## config.mk

```make
export PLATFORM = sky130hd
export DESIGN_NAME = mem_stage_flat
export DESIGN_NICKNAME = d
export VERILOG_FILES = /design/src/rtl/mem_stage_if.sv /design/src/rtl/mem_stage.sv /design/src/flat_wrapper.sv
export SDC_FILE = /design/constraint.sdc
export NUM_CORES = 1
export LEC_CHECK = 0
export CAP_MARGIN = 10
export CORE_UTILIZATION = 48
export CTS_CLUSTER_DIAMETER = 80
export CTS_CLUSTER_SIZE = 40
export DETAILED_ROUTE_END_ITERATION = 8
export GPL_ROUTABILITY_DRIVEN = 0
export GPL_TIMING_DRIVEN = 0
export HOLD_SLACK_MARGIN = 0.1
export MAX_ROUTING_LAYER = met4
export PLACE_DENSITY = 0.92
export SYNTH_ARGS = -nofsm -noshare
export SYNTH_HDL_FRONTEND = slang
export SYNTH_SLANG_ARGS = --single-unit
```

## constraint.sdc

```tcl
create_clock -name clk -period 3.5 [get_ports clk]
set_input_delay 0.7 -clock clk [delete_from_list [all_inputs] [get_ports clk]]
set_output_delay 0.7 -clock clk [all_outputs]
set_load 0.005 [all_outputs]
```

## src/rtl/mem_stage_if.sv

```systemverilog
// Data-memory request/acknowledge bus between the memory stage (master) and data memory (slave).
interface mem_stage_if #(
    parameter int ADDR_W = 32
);
    logic              req;
    logic              we;
    logic [ADDR_W-1:0] addr;
    logic [31:0]       wdata;
    logic [3:0]        be;
    logic              ack;
    logic [31:0]       rdata;

    modport master (output req, we, addr, wdata, be, input ack, rdata);
    modport slave  (input req, we, addr, wdata, be, output ack, rdata);
endinterface

```

## src/rtl/mem_stage.sv

```systemverilog
// Memory-access pipeline stage: issues loads/stores over req/ack, stalls upstream while busy.
// Optional MEM_STAGE_PERF_EN adds saturating stall-cycle and memory-op counters.
//
// state | meaning
// IDLE  | ready for a new op; non-memory and misaligned ops complete in one cycle
// WAIT  | memory request outstanding, upstream stalled until dmem ack
module mem_stage #(
    parameter int ADDR_W = 32,
    parameter int DATA_W = 32
) (
    input  logic              clk,
    input  logic              rst_b,
    input  logic              in_valid,
    output logic              in_ready,
    input  logic [DATA_W-1:0] alu_result,
    input  logic [DATA_W-1:0] rt_data,
    input  logic [4:0]        rd_num,
    input  logic              register_write,
    input  logic [1:0]        register_src,
    input  logic              mem_read,
    input  logic              mem_write,
    input  logic              is_word,
    mem_stage_if.master       dmem,
    output logic              out_valid,
    output logic [DATA_W-1:0] out_alu_result,
    output logic [DATA_W-1:0] out_mem_data,
    output logic [4:0]        out_rd_num,
    output logic              out_register_write,
    output logic [1:0]        out_register_src,
    output logic              misaligned_exc
`ifdef MEM_STAGE_PERF_EN
    ,
    output logic [31:0]       perf_stall_cycles,
    output logic [31:0]       perf_mem_ops
`endif
);

    typedef enum logic {IDLE, WAIT} state_t;

    state_t            state;
    logic              req_q;
    logic              we_q;
    logic [ADDR_W-1:0] addr_q;
    logic [31:0]       wdata_q;
    logic [3:0]        be_q;
    logic              load_q;
    logic              word_q;
    logic [1:0]        off_q;
    logic [31:0]       alu_q;
    logic [4:0]        rd_q;
    logic              rw_q;
    logic [1:0]        src_q;

    logic mem_op;
    logic misaligned;

    assign mem_op     = mem_read | mem_write;
    assign misaligned = mem_op & is_word & (alu_result[1:0] != 2'b00);
    assign in_ready   = rst_b & (state == IDLE);

    assign dmem.req   = req_q;
    assign dmem.we    = we_q;
    assign dmem.addr  = addr_q;
    assign dmem.wdata = wdata_q;
    assign dmem.be    = be_q;

    function automatic logic [31:0] load_extract(input logic [31:0] rdata,
                                                 input logic        word,
                                                 input logic [1:0]  off);
        logic [7:0] b;
        b = rdata[{off, 3'b000} +: 8];
        return word ? rdata : {{24{b[7]}}, b};
    endfunction

    always_ff @(posedge clk or negedge rst_b) begin
        if (!rst_b) begin
            state              <= IDLE;
            req_q              <= 1'b0;
            we_q               <= 1'b0;
            addr_q             <= '0;
            wdata_q            <= '0;
            be_q               <= '0;
            load_q             <= 1'b0;
            word_q             <= 1'b0;
            off_q              <= '0;
            alu_q              <= '0;
            rd_q               <= '0;
            rw_q               <= 1'b0;
            src_q              <= '0;
            out_valid          <= 1'b0;
            out_alu_result     <= '0;
            out_mem_data       <= '0;
            out_rd_num         <= '0;
            out_register_write <= 1'b0;
            out_register_src   <= '0;
            misaligned_exc     <= 1'b0;
        end else begin
            out_valid      <= 1'b0;
            misaligned_exc <= 1'b0;
            case (state)
                IDLE: begin
                    if (in_valid) begin
                        if (mem_op && !misaligned) begin
                            req_q   <= 1'b1;
                            we_q    <= mem_write;
                            addr_q  <= ADDR_W'({alu_result[31:2], 2'b00});
                            wdata_q <= is_word ? rt_data : {4{rt_data[7:0]}};
                            be_q    <= is_word ? 4'b1111 : (4'b0001 << alu_result[1:0]);
                            // a store wins when both read and write are set
                            load_q  <= ~mem_write;
                            word_q  <= is_word;
                            off_q   <= alu_result[1:0];
                            alu_q   <= alu_result;
                            rd_q    <= rd_num;
                            rw_q    <= register_write;
                            src_q   <= register_src;
                            state   <= WAIT;
                        end else begin
                            out_valid          <= 1'b1;
                            out_alu_result     <= alu_result;
                            out_mem_data       <= '0;
                            out_rd_num         <= rd_num;
                            out_register_write <= register_write & ~misaligned;
                            out_register_src   <= register_src;
                            misaligned_exc     <= misaligned;
                        end
                    end
                end
                WAIT: begin
                    if (dmem.ack) begin
                        req_q              <= 1'b0;
                        out_valid          <= 1'b1;
                        out_alu_result     <= alu_q;
                        out_mem_data       <= load_q ? load_extract(dmem.rdata, word_q, off_q) : '0;
                        out_rd_num         <= rd_q;
                        out_register_write <= rw_q;
                        out_register_src   <= src_q;
                        state              <= IDLE;
                    end
                end
                default: state <= IDLE;
            endcase
        end
    end

`ifdef MEM_STAGE_PERF_EN
    always_ff @(posedge clk or negedge rst_b) begin
        if (!rst_b) begin
            perf_stall_cycles <= '0;
            perf_mem_ops      <= '0;
        end else begin
            if (state == WAIT && perf_stall_cycles != 32'hFFFF_FFFF)
                perf_stall_cycles <= perf_stall_cycles + 32'd1;
            if (state == IDLE && in_valid && mem_op && !misaligned && perf_mem_ops != 32'hFFFF_FFFF)
                perf_mem_ops <= perf_mem_ops + 32'd1;
        end
    end
`endif

endmodule

```

## src/flat_wrapper.sv

```systemverilog
// flat-port wrapper written by rule: the top's interface ports become plain ports
module mem_stage_flat 
#(
    parameter int ADDR_W = 32,
    parameter int DATA_W = 32
)
  (clk, rst_b, in_valid, in_ready, alu_result, rt_data, rd_num, register_write, register_src, mem_read, mem_write, is_word, out_valid, out_alu_result, out_mem_data, out_rd_num, out_register_write, out_register_src, misaligned_exc, dmem_req, dmem_we, dmem_addr, dmem_wdata, dmem_be, dmem_ack, dmem_rdata);
  mem_stage_if #(.ADDR_W(ADDR_W)) dmem_i ();
  input  logic clk;
  input  logic rst_b;
  input  logic in_valid;
  output logic in_ready;
  input  logic [DATA_W-1:0] alu_result;
  input  logic [DATA_W-1:0] rt_data;
  input  logic [4:0] rd_num;
  input  logic register_write;
  input  logic [1:0] register_src;
  input  logic mem_read;
  input  logic mem_write;
  input  logic is_word;
  output logic out_valid;
  output logic [DATA_W-1:0] out_alu_result;
  output logic [DATA_W-1:0] out_mem_data;
  output logic [4:0] out_rd_num;
  output logic out_register_write;
  output logic [1:0] out_register_src;
  output logic misaligned_exc;
  output wire logic [$bits(dmem_i.req)-1:0] dmem_req;
  output wire logic [$bits(dmem_i.we)-1:0] dmem_we;
  output wire logic [$bits(dmem_i.addr)-1:0] dmem_addr;
  output wire logic [$bits(dmem_i.wdata)-1:0] dmem_wdata;
  output wire logic [$bits(dmem_i.be)-1:0] dmem_be;
  input wire logic [$bits(dmem_i.ack)-1:0] dmem_ack;
  input wire logic [$bits(dmem_i.rdata)-1:0] dmem_rdata;
  assign dmem_req = dmem_i.req;
  assign dmem_we = dmem_i.we;
  assign dmem_addr = dmem_i.addr;
  assign dmem_wdata = dmem_i.wdata;
  assign dmem_be = dmem_i.be;
  assign dmem_i.ack = dmem_ack;
  assign dmem_i.rdata = dmem_rdata;
  mem_stage #(.ADDR_W(ADDR_W), .DATA_W(DATA_W)) u_core (.clk(clk), .rst_b(rst_b), .in_valid(in_valid), .in_ready(in_ready), .alu_result(alu_result), .rt_data(rt_data), .rd_num(rd_num), .register_write(register_write), .register_src(register_src), .mem_read(mem_read), .mem_write(mem_write), .is_word(is_word), .dmem(dmem_i), .out_valid(out_valid), .out_alu_result(out_alu_result), .out_mem_data(out_mem_data), .out_rd_num(out_rd_num), .out_register_write(out_register_write), .out_register_src(out_register_src), .misaligned_exc(misaligned_exc));
endmodule
```

# After elaboration in Yosys (flattened, before gate mapping)
# Cells that the tools add are included.
# op_classes
eq_ne	4
shifts	2
mux	39
bitwise_logic	8
reduce_logical	6
# op_table
operator	n
$mux W32	9
$pmux W32 S2	2
$shiftx A32 B6 Y8	1
$mux W1	15
$mux W5	3
$pmux W5 S2	1
$reduce_and A3 Y1	3
$ne A2 B2 Y1 const B	4
$pmux W1 S2	4
$mux W2	3
$and A1 B1 Y1	4
$mux W4	1
$pmux W2 S2	1
$shl A1 B2 Y4 const A	1
$not A1 Y1	3
$reduce_bool A2 Y1	1
$logic_and A1 B1 Y1	1
$logic_not A1 Y1	1
$or A1 B1 Y1	1
# totals
ff_bits	187
in_bits	111
out_inout_bits	145
elab_cells	79

# Longest topological paths before layout
# Gate-level depths: netlist of run 1.
# logic_depth
word_depth	8
ltp_mapped	6
depth_no_buf	4

# Worst setup path after synthesis of run 1
# OpenSTA, ideal clock, no wires.
# synth_path
kind	input-to-reg
from	input port mem_write
to	register u_core.wdata_q[22], in the netlist u_core.dmem.wdata[22]
setup_ns	0.126
arrival_ns	1.779
required_time_ns	3.374
path_slack_ns	1.595
stages	6
path_buffers	3
cell_sequence	or2_1 -> buf_2 -> and4_1 -> buf_4 -> buf_6 -> a221o_1
# synth_via
elab_chain_cells	6
# synth_rtl
item	line	source
from (decl)	flat_wrapper.sv:19	input logic mem_write;
$or A1 B1 Y1 *	mem_stage.sv:57	assign mem_op = mem_read | mem_write;
$and A1 B1 Y1 (2 in series)	mem_stage.sv:58	assign misaligned = mem_op & is_word & (alu_result[1:0] != 2'b00);
$logic_not A1 Y1	mem_stage.sv:103	if (mem_op && !misaligned) begin
$logic_and A1 B1 Y1 *	mem_stage.sv:103	
$reduce_and A3 Y1 (no line) *	-	
to (signal assigned)	mem_stage.sv:107	wdata_q <= is_word ? rt_data : {4{rt_data[7:0]}};
to (decl)	mem_stage.sv:44	logic [31:0] wdata_q;
# Every way passes the cells marked *; elsewhere a longest branch is shown, timed or not.
# A chain may end at the register's enable or synchronous reset.

# Worst setup path after layout of run 1
# layout_path
from	register u_core.state
to	output port in_ready
# layout_via
elab_chain_cells	2
# layout_rtl
item	line	source
from (decl)	mem_stage.sv:40	state_t state;
from (signal assigned)	mem_stage.sv:77	state <= IDLE;
from (signal assigned)	mem_stage.sv:117	state <= WAIT;
from (signal assigned)	mem_stage.sv:138	state <= IDLE;
$not A1 Y1 (no line)	-	
$and A1 B1 Y1	mem_stage.sv:59	assign in_ready = rst_b & (state == IDLE);
to (decl)	flat_wrapper.sv:12	output logic in_ready;
# Every way passes these cells.

==> impl_table.tex, run 1 <==
\begin{tabular}{lr}
\hline
Metric & Value \\
\hline
\multicolumn{2}{l}{\textbf{Run status}} \\
Run status & finished clean \\
\multicolumn{2}{l}{\textbf{Clock network}} \\
Buffers inserted by post-CTS timing repair & 0 \\
Maximum root-to-sink buffer count & 2 \\
Number of levels the H-tree was split into & 4 \\
Clock latency on the worst-skew pair & 0.43 ns \\
TritonCTS buffer count & 17 \\
Resize count post-CTS & 0 \\
Clock tree sinks & 155 \\
CTS tree & done \\
Clock transition at the registers of the reported paths & 0.06 ns \\
Cell at the root of the clock tree & sky130\_fd\_sc\_hd\_\_clkbuf\_16 \\
Hold bufs inserted after CTS & 0 \\
\multicolumn{2}{l}{\textbf{Synthesis}} \\
Post-Syn Area & 6960 µm² \\
Proportion of synthesized chip area in sequential cells & 55.7\% \\
Dominant cells by area after synthesis & sky130\_fd\_sc\_hd\_\_dfrtp\_1 56\%, sky130\_fd\_sc\_hd\_\_mux2\_2 20\%, sky130\_fd\_sc\_hd\_\_a221o\_1 7.0\% \\
Post-Syn Instances & 499 \\
Commonest cells in the synthesized netlist & 155 x sky130\_fd\_sc\_hd\_\_dfrtp\_1, 123 x sky130\_fd\_sc\_hd\_\_mux2\_2, 49 x sky130\_fd\_sc\_hd\_\_a221o\_1 \\
Number of warnings reported in the yosys synthesis log & 0 \\
Distinct cell type count of the synthesized netlist & 48 \\
Most numerous cell in the Yosys netlist & sky130\_fd\_sc\_hd\_\_dfrtp\_1 \\
Synthesized area per cell & 14.0 µm² \\
FF+latch count, synth & 155 \\
Number of flops mapped to enable cells by yosys & 0 \\
Share of synthesized flip-flops with an asynchronous set or reset & 100\% \\
Most common flop cell mapped by yosys & sky130\_fd\_sc\_hd\_\_dfrtp\_1 \\
Fraction of post-synthesis cell area in the top cell type by area & 55.7\% \\
Cell type contributing the most total cell area after synthesis & sky130\_fd\_sc\_hd\_\_dfrtp\_1 \\
\multicolumn{2}{l}{\textbf{Floorplan}} \\
Floorplan Core Area & 14,000 µm² \\
Die ar. & 15,000 µm² \\
\# rows & 43 \\
Height of the die & 122 µm \\
IO Pins & 256 \\
Floorplan die width & 122 µm \\
Initial standard-cell utilization of the core & 49.8\% \\
\multicolumn{2}{l}{\textbf{Timing}} \\
Final-report max-slew violation count & 0 \\
Share of the cycle needed by the critical path after routing & 80.8\% \\
Clock period minus final worst setup slack & 2.83 ns \\
Endpoints failing hold & 0 \\
Transition at the pin with the smallest max-transition slack & 0.632 ns \\
Headroom to the max-slew limit & 56.8\% \\
Worst hold margin & 0.259 ns \\
Fmax achieved & 354 MHz \\
Final clock skew & 0.00928 ns \\
Min setup slack post-route & 0.672 ns \\
RSZ-0062 raised after global routing & false \\
Final setup violation count & 0 \\
\multicolumn{2}{l}{\textbf{Critical path}} \\
Data required time of the critical path & 2.80 ns \\
FF-to-FF End & u\_core.dmem.wdata[28] \\
Launching point of the worst reg2reg path & u\_core.state \\
List of cells traversed by the critical path & buf\_2 -> buf\_1 -> nor2b\_1 -> clkdlybuf4s50\_1 \\
Cells on worst reg2reg path & 6 \\
Maximum single-stage delay on the critical path & 0.46 ns \\
Signal arrival time at the worst endpoint & 2.13 ns \\
Bufs and invs on worst path & 3 \\
Element type at the critical path start & register \\
Reg-to-reg slack, setup & 1.59 ns \\
First element of the critical path & u\_core.state \\
Kind of cell with the highest combined delay on the critical path & buffers and inverters \\
Slowest-stage cell, CP & sky130\_fd\_sc\_hd\_\_clkdlybuf4s50\_1 \\
Count of cell instances traversed by the critical path & 4 \\
Termination of the worst setup path & in\_ready \\
Class of the most critical setup path & reg -> out \\
Worst-path maximum fanout & 10 \\
Type of element capturing the critical path & primary output \\
\multicolumn{2}{l}{\textbf{Placement}} \\
DP HPWL & 14,200 µm \\
Port-buffer cells & 253 \\
Post-place instance area & 9750 µm² \\
Worst slack, placed & 0.785 ns \\
Number of cells in the design after placement & 934 \\
\multicolumn{2}{l}{\textbf{Finish}} \\
Layout cell share with drive strength beyond 1 & 29.4\% \\
\# nets final & 884 \\
Design Area, Final & 10,400 µm² \\
\# fillers & 904 \\
Utilization of the core after routing & 74.2\% \\
Count of placed standard cells in the final layout, fillers left out & 965 \\
Ant. Diodes & 0 \\
Synth-to-layout area growth & 49.2\% \\
\multicolumn{2}{l}{\textbf{Global routing}} \\
Total routing resource utilization after global routing & 28.0\% \\
Pin count of the biggest net entering global routing & 91 \\
Global route total overflow & 0 \\
Via count of the first global-routing pass & 5,702 \\
Global-route wire length before repair & 30,500 µm \\
Number of antenna violations at the first check in global routing & 0 \\
\multicolumn{2}{l}{\textbf{Routing}} \\
WL/cell & 20.4 µm \\
TritonRoute pass-1 iters & 4 \\
Number of DRC violations after detailed routing & 0 \\
Total number of vias & 5,390 \\
Total wire length after detailed routing & 19,700 µm \\
Number of vias per cell & 5.59 \\
Violation count after the first detailed-routing iteration & 292 \\
Antenna viol nets, final & 0 \\
\multicolumn{2}{l}{\textbf{Min path}} \\
Type of the most critical hold path & in -> async \\
\multicolumn{2}{l}{\textbf{Power and ir drop}} \\
LEAKAGE & 4.44 nW \\
Worst VDD drop & 344 µV \\
Power per Cell Area & 653 nW/µm² \\
\multicolumn{2}{l}{\textbf{Run}} \\
Max-cap violations & 0 \\
\hline
\end{tabular}
==> flip-flops by register name, indices dropped and copies added (netlist names), 2 cells and up <==
name / flops
u_core.rd_q: 5
u_core.alu_q: 31
u_core.dmem.wdata: 32
u_core.out_mem_data: 32
u_core.dmem.be: 4
u_core.out_alu_result: 32
u_core.out_register_src: 2
u_core.out_rd_num: 5
u_core.src_q: 2
==> where the power goes <==
part	total, W	leakage, nW	internal, W	switching [W]
Combinational	0.00223	2.24	0.00149	0.000733
Clock	0.00197	0.308	0.00124	0.000723
Sequential	0.00259	1.90	0.00228	0.000307
Total	0.00678	4.44	0.00502	0.00176
==> cell families (layout without fill, tap and decap cells) <==
| logic type | Yosys count | in the layout | share of synthesized area [%] |
|---|---|---|---|
| DFF | 155 | 155 | 55.7 |
| muxes | 130 | 130 | 21.1 |
| AOI/OAI and AO/OA | 92 | 92 | 11.7 |
| buffers and inverters | 77 | 362 | 7.10 |
| and+or+nand+nor | 44 | 44 | 4.35 |
| other | 1 | 2 | 0.0539 |
==> cell type report <==
class                   count  area [µm²]  area share [%]
flip-flops and latches    155        3880            37.3
multi-input cells         268        2590            25.0
repair buffers            254        2560            24.7
plain buffers              70         468            4.51
clock buffers              20         467            4.49
well taps                 180         225            2.17
clock inverters            11         168            1.61
inverters                   7        26.3           0.253
==> stage by stage <==
stage          power, W  TNS (ns)
2_1_floorplan   0.00347         0
3_3_place_gp    0.00472   -651.69
3_5_place_dp    0.00482         0
4_1_cts         0.00682         0
5_1_grt         0.00711         0
6_report        0.00678         0
==> how the worst min path moves through the flow <==
stage	from	end	cells after the start
after floorplan	rst_b	u_core.alu_q[0]	0
after global placement	u_core.out_alu_result[1]	u_core.out_alu_result[1]	1
after detailed placement	u_core.out_mem_data[4]	u_core.out_mem_data[4]	1
after CTS	rst_b	u_core.out_alu_result[12]	1
after global routing	rst_b	u_core.alu_q[13]	1
final	rst_b	u_core.alu_q[13]	1
==> cells in the final DEF (no fill, tap or decap), types with 4 or more instances in the layout <==
| cell | netlist | layout |
|---|---|---|
| sky130_fd_sc_hd__clkdlybuf4s50_1 | 0 | 252 |
| sky130_fd_sc_hd__nand2_1 | 4 | 4 |
| sky130_fd_sc_hd__o21ai_0 | 11 | 11 |
| sky130_fd_sc_hd__o2bb2ai_1 | 4 | 4 |
| sky130_fd_sc_hd__nor2_1 | 7 | 7 |
| sky130_fd_sc_hd__buf_4 | 38 | 38 |
| sky130_fd_sc_hd__inv_1 | 6 | 6 |
| sky130_fd_sc_hd__a221o_1 | 49 | 49 |
| sky130_fd_sc_hd__clkbuf_1 | 6 | 6 |
| sky130_fd_sc_hd__and4_1 | 9 | 9 |
| sky130_fd_sc_hd__buf_2 | 19 | 19 |
| sky130_fd_sc_hd__nor2b_1 | 7 | 7 |
| sky130_fd_sc_hd__clkbuf_16 | 0 | 17 |
| sky130_fd_sc_hd__dfrtp_1 | 155 | 155 |
| sky130_fd_sc_hd__a2111oi_0 | 4 | 4 |
| sky130_fd_sc_hd__buf_6 | 5 | 6 |
| sky130_fd_sc_hd__mux2_2 | 123 | 123 |
| sky130_fd_sc_hd__mux2i_1 | 5 | 5 |
| sky130_fd_sc_hd__a31oi_1 | 5 | 5 |
| sky130_fd_sc_hd__bufinv_16 | 0 | 4 |
==> per-layer routing <==
layer	up-vias	track usage, %	part of all wire, %
li1	2401	-	-
met1	2702	32.9	40
met2	260	46.3	51
met3	27	8.22	8.1
met4	0	8.77	1.5
met5	-	-	0
(Power assumes the default switching activity.)
==> run 2, diff against run 1 <==
--- a/config.mk
+++ b/config.mk
@@ -6,7 +6,7 @@
 export NUM_CORES = 1
 export LEC_CHECK = 0
 export CAP_MARGIN = 10
-export CORE_UTILIZATION = 48
+export CORE_UTILIZATION = 41
 export CTS_CLUSTER_DIAMETER = 80
 export CTS_CLUSTER_SIZE = 40
 export DETAILED_ROUTE_END_ITERATION = 8
@@ -14,7 +14,7 @@
 export GPL_TIMING_DRIVEN = 0
 export HOLD_SLACK_MARGIN = 0.1
 export MAX_ROUTING_LAYER = met4
-export PLACE_DENSITY = 0.92
+export PLACE_DENSITY = 0.84
 export SYNTH_ARGS = -nofsm -noshare
 export SYNTH_HDL_FRONTEND = slang
 export SYNTH_SLANG_ARGS = --single-unit
==> constraint.sdc (replaced) <==
create_clock -name clk -period 2.5 [get_ports clk]
set_input_delay 0.5 -clock clk [delete_from_list [all_inputs] [get_ports clk]]
set_output_delay 0.5 -clock clk [all_outputs]
set_load 0.005 [all_outputs]
==> run 2 against run 1 <==
  * Via count fell by 3.2%
  * Setup slack got worse by 0.47 ns
  * Sequential share of layout area down 0.19 points
  * Routed wire length fell by 6.3%
  * Clock power increased by 43%
  * Largest power group unchanged
  * Sequential power increased by 39%
  * Cell area up 0.52%
  * Core utilization down 11 points
  * Clock skew decreased by 0.00068 ns
==> impl_table.tex, run 2 (synthesis gave the netlist of run 1 again) <==
\begin{tabular}{lr}
\hline
Metric & Value \\
\hline
\multicolumn{2}{l}{\textbf{Run status}} \\
Run status & finished clean \\
\multicolumn{2}{l}{\textbf{Clock network}} \\
CTS tree & done \\
Cell at the root of the clock tree & sky130\_fd\_sc\_hd\_\_clkbuf\_16 \\
Resize count post-CTS & 0 \\
Buffers inserted by post-CTS timing repair & 0 \\
Maximum root-to-sink buffer count & 2 \\
Clock latency on the worst-skew pair & 0.41 ns \\
Clock tree sinks & 155 \\
Number of levels the H-tree was split into & 4 \\
Clock transition at the registers of the reported paths & 0.06 ns \\
TritonCTS buffer count & 17 \\
\multicolumn{2}{l}{\textbf{Routing}} \\
Number of DRC violations after detailed routing & 0 \\
Total wire length after detailed routing & 18,500 µm \\
WL/cell & 18.4 µm \\
Antenna viol nets, final & 0 \\
Number of vias per cell & 5.20 \\
Violation count after the first detailed-routing iteration & 291 \\
Total number of vias & 5,219 \\
TritonRoute pass-1 iters & 4 \\
\multicolumn{2}{l}{\textbf{Global routing}} \\
Global-route wire length before repair & 29,700 µm \\
Number of antenna violations at the first check in global routing & 0 \\
Total routing resource utilization after global routing & 22.6\% \\
Pin count of the biggest net entering global routing & 91 \\
Global route total overflow & 0 \\
Via count of the first global-routing pass & 5,479 \\
\multicolumn{2}{l}{\textbf{Finish}} \\
Layout cell share with drive strength beyond 1 & 29.2\% \\
Leading cell type in the layout, fill and taps excluded & sky130\_fd\_sc\_hd\_\_clkdlybuf4s50\_1 \\
Design Area, Final & 10,400 µm² \\
Most frequent cells in the layout & 252 x sky130\_fd\_sc\_hd\_\_clkdlybuf4s50\_1, 155 x sky130\_fd\_sc\_hd\_\_dfrtp\_1, 123 x sky130\_fd\_sc\_hd\_\_mux2\_2 \\
Synth-to-layout area growth & 50.0\% \\
\# nets final & 883 \\
Ant. Diodes & 0 \\
\multicolumn{2}{l}{\textbf{Power and ir drop}} \\
Power per Cell Area & 907 nW/µm² \\
Internal power & 0.00707 W \\
Combinational cell fraction of total power & 32.3\% \\
Worst VDD drop & 466 µV \\
LEAKAGE & 4.45 nW \\
Part of the total power dissipated in the clock network & 29.8\% \\
Switching pwr & 0.00240 W \\
Sequential fraction of design power & 37.9\% \\
Sw Ratio & 25.3\% \\
\multicolumn{2}{l}{\textbf{Floorplan}} \\
Floorplan Core Area & 16,600 µm² \\
\# rows & 47 \\
Initial standard-cell utilization of the core & 42.0\% \\
Die ar. & 17,500 µm² \\
Height of the die & 132 µm \\
Floorplan die width & 132 µm \\
IO Pins & 256 \\
\multicolumn{2}{l}{\textbf{Placement}} \\
Post-place instance area & 9810 µm² \\
DP HPWL & 13,400 µm \\
Port-buffer cells & 253 \\
\multicolumn{2}{l}{\textbf{Timing}} \\
Headroom to the max-slew limit & 58.4\% \\
Fmax achieved & 436 MHz \\
Sum of negative setup slack & 0 ns \\
Share of the cycle needed by the critical path after routing & 91.8\% \\
Final clock skew & 0.00860 ns \\
Transition at the pin with the smallest max-transition slack & 0.608 ns \\
Final-report max-slew violation count & 0 \\
Clock period minus final worst setup slack & 2.29 ns \\
Endpoints failing hold & 0 \\
Final setup violation count & 0 \\
RSZ-0062 raised after global routing & false \\
\multicolumn{2}{l}{\textbf{Critical path}} \\
Worst-path maximum fanout & 19 \\
Slowest-stage cell, CP & sky130\_fd\_sc\_hd\_\_clkdlybuf4s50\_1 \\
Element type at the critical path start & register \\
Signal arrival time at the worst endpoint & 1.79 ns \\
Maximum single-stage delay on the critical path & 0.45 ns \\
Class of the most critical setup path & reg -> out \\
Data required time of the critical path & 2.00 ns \\
Type of element capturing the critical path & primary output \\
List of cells traversed by the critical path & buf\_2 -> nor2b\_1 -> clkdlybuf4s50\_1 \\
\multicolumn{2}{l}{\textbf{Run}} \\
Max-cap violations & 0 \\
\multicolumn{2}{l}{\textbf{Min path}} \\
Type of the most critical hold path & in -> async \\
\hline
\end{tabular}
run 2: cell count changes in the layout (fill, tap and decap cells not counted):
cell,before,now
sky130_fd_sc_hd__clkbuf_1,6,8
sky130_fd_sc_hd__clkbuf_8,3,1
sky130_fd_sc_hd__clkinvlp_4,2,0
sky130_fd_sc_hd__buf_1,1,0
sky130_fd_sc_hd__buf_6,6,5
sky130_fd_sc_hd__buf_8,0,1
sky130_fd_sc_hd__bufinv_16,4,5
sky130_fd_sc_hd__inv_6,0,1
run 2: layout make-up:
| class | instances | area [µm²] |
|---|---|---|
| Buffer | 69 | 464 |
| Clock buffer | 20 | 447 |
| Clock inverter | 11 | 191 |
| Fill cell | 1328 | 6140 |
| Inverter | 7 | 26.3 |
| Multi-Input combinational cell | 268 | 2590 |
| Sequential cell | 155 | 3880 |
| Tap cell | 220 | 275 |
| Timing Repair Buffer | 254 | 2560 |
run 2: per-layer routing:
| metal | up-vias | share of wire, % | wire length, µm | GRT usage [%] |
|---|---|---|---|---|
| met3 | 29 | 6.8 | 1270 | 6.27 |
| met5 | - | 0 | 0 | - |
| met4 | 0 | 2.0 | 370 | 7.98 |
| met2 | 200 | 48 | 8890 | 35.4 |
| met1 | 2590 | 43 | 7950 | 28.1 |
| li1 | 2400 | - | - | - |
run 2: power groups by stage:
stage | combinational (W) | clock [W] | sequential, W
after CTS | 0.00310 | 0.00287 | 0.00359
final | 0.00306 | 0.00282 | 0.00359
after global placement | 0.00303 | 0 | 0.00360
after global routing | 0.00328 | 0.00296 | 0.00368
after detailed placement | 0.00309 | 0 | 0.00362
after floorplan | 0.00125 | 0 | 0.00360
run 2: final timing paths:
check	endpoint	cells after the start	slack (ns)	start
min in group clk	u_core.out_alu_result[1]	1	0.49	u_core.out_alu_result[1]
hold reg to reg	u_core.out_alu_result[1]	1	0.49	u_core.out_alu_result[1]
setup reg to reg	u_core.out_alu_result[1]	4	0.51	u_core.state
hold / removal	u_core.dmem.wdata[26]	1	0.01	rst_b
setup / recovery	in_ready	3	0.21	u_core.state
max in group asynchronous	u_core.out_alu_result[31]	2	1.64	rst_b
run 2: worst max-delay path: cells and delay by family, from the launching register on:
family	cells	cell delay (ns)
buffers and inverters	2	0.87
flip-flops	1	0.42
AND/OR/NAND/NOR	1	0.09
run 2: metrics by stage:
step / util [%] / cells / power (W) / hold WS, ns / setup WS [ns]
3_5_place_dp: 59.1 / 974 / 0.00671 / 0.479 / -0.105
6_report: 63.0 / 1004 / 0.00947 / 0.0116 / 0.206
4_1_cts: 63.0 / 1004 / 0.00956 / 0.0444 / 0.155
3_3_place_gp: 58.9 / 973 / 0.00663 / 0.472 / -5.54
2_1_floorplan: - / 500 / 0.00485 / 0.204 / 0.795
5_1_grt: 63.0 / 1004 / 0.00992 / 0.0598 / 0.0929
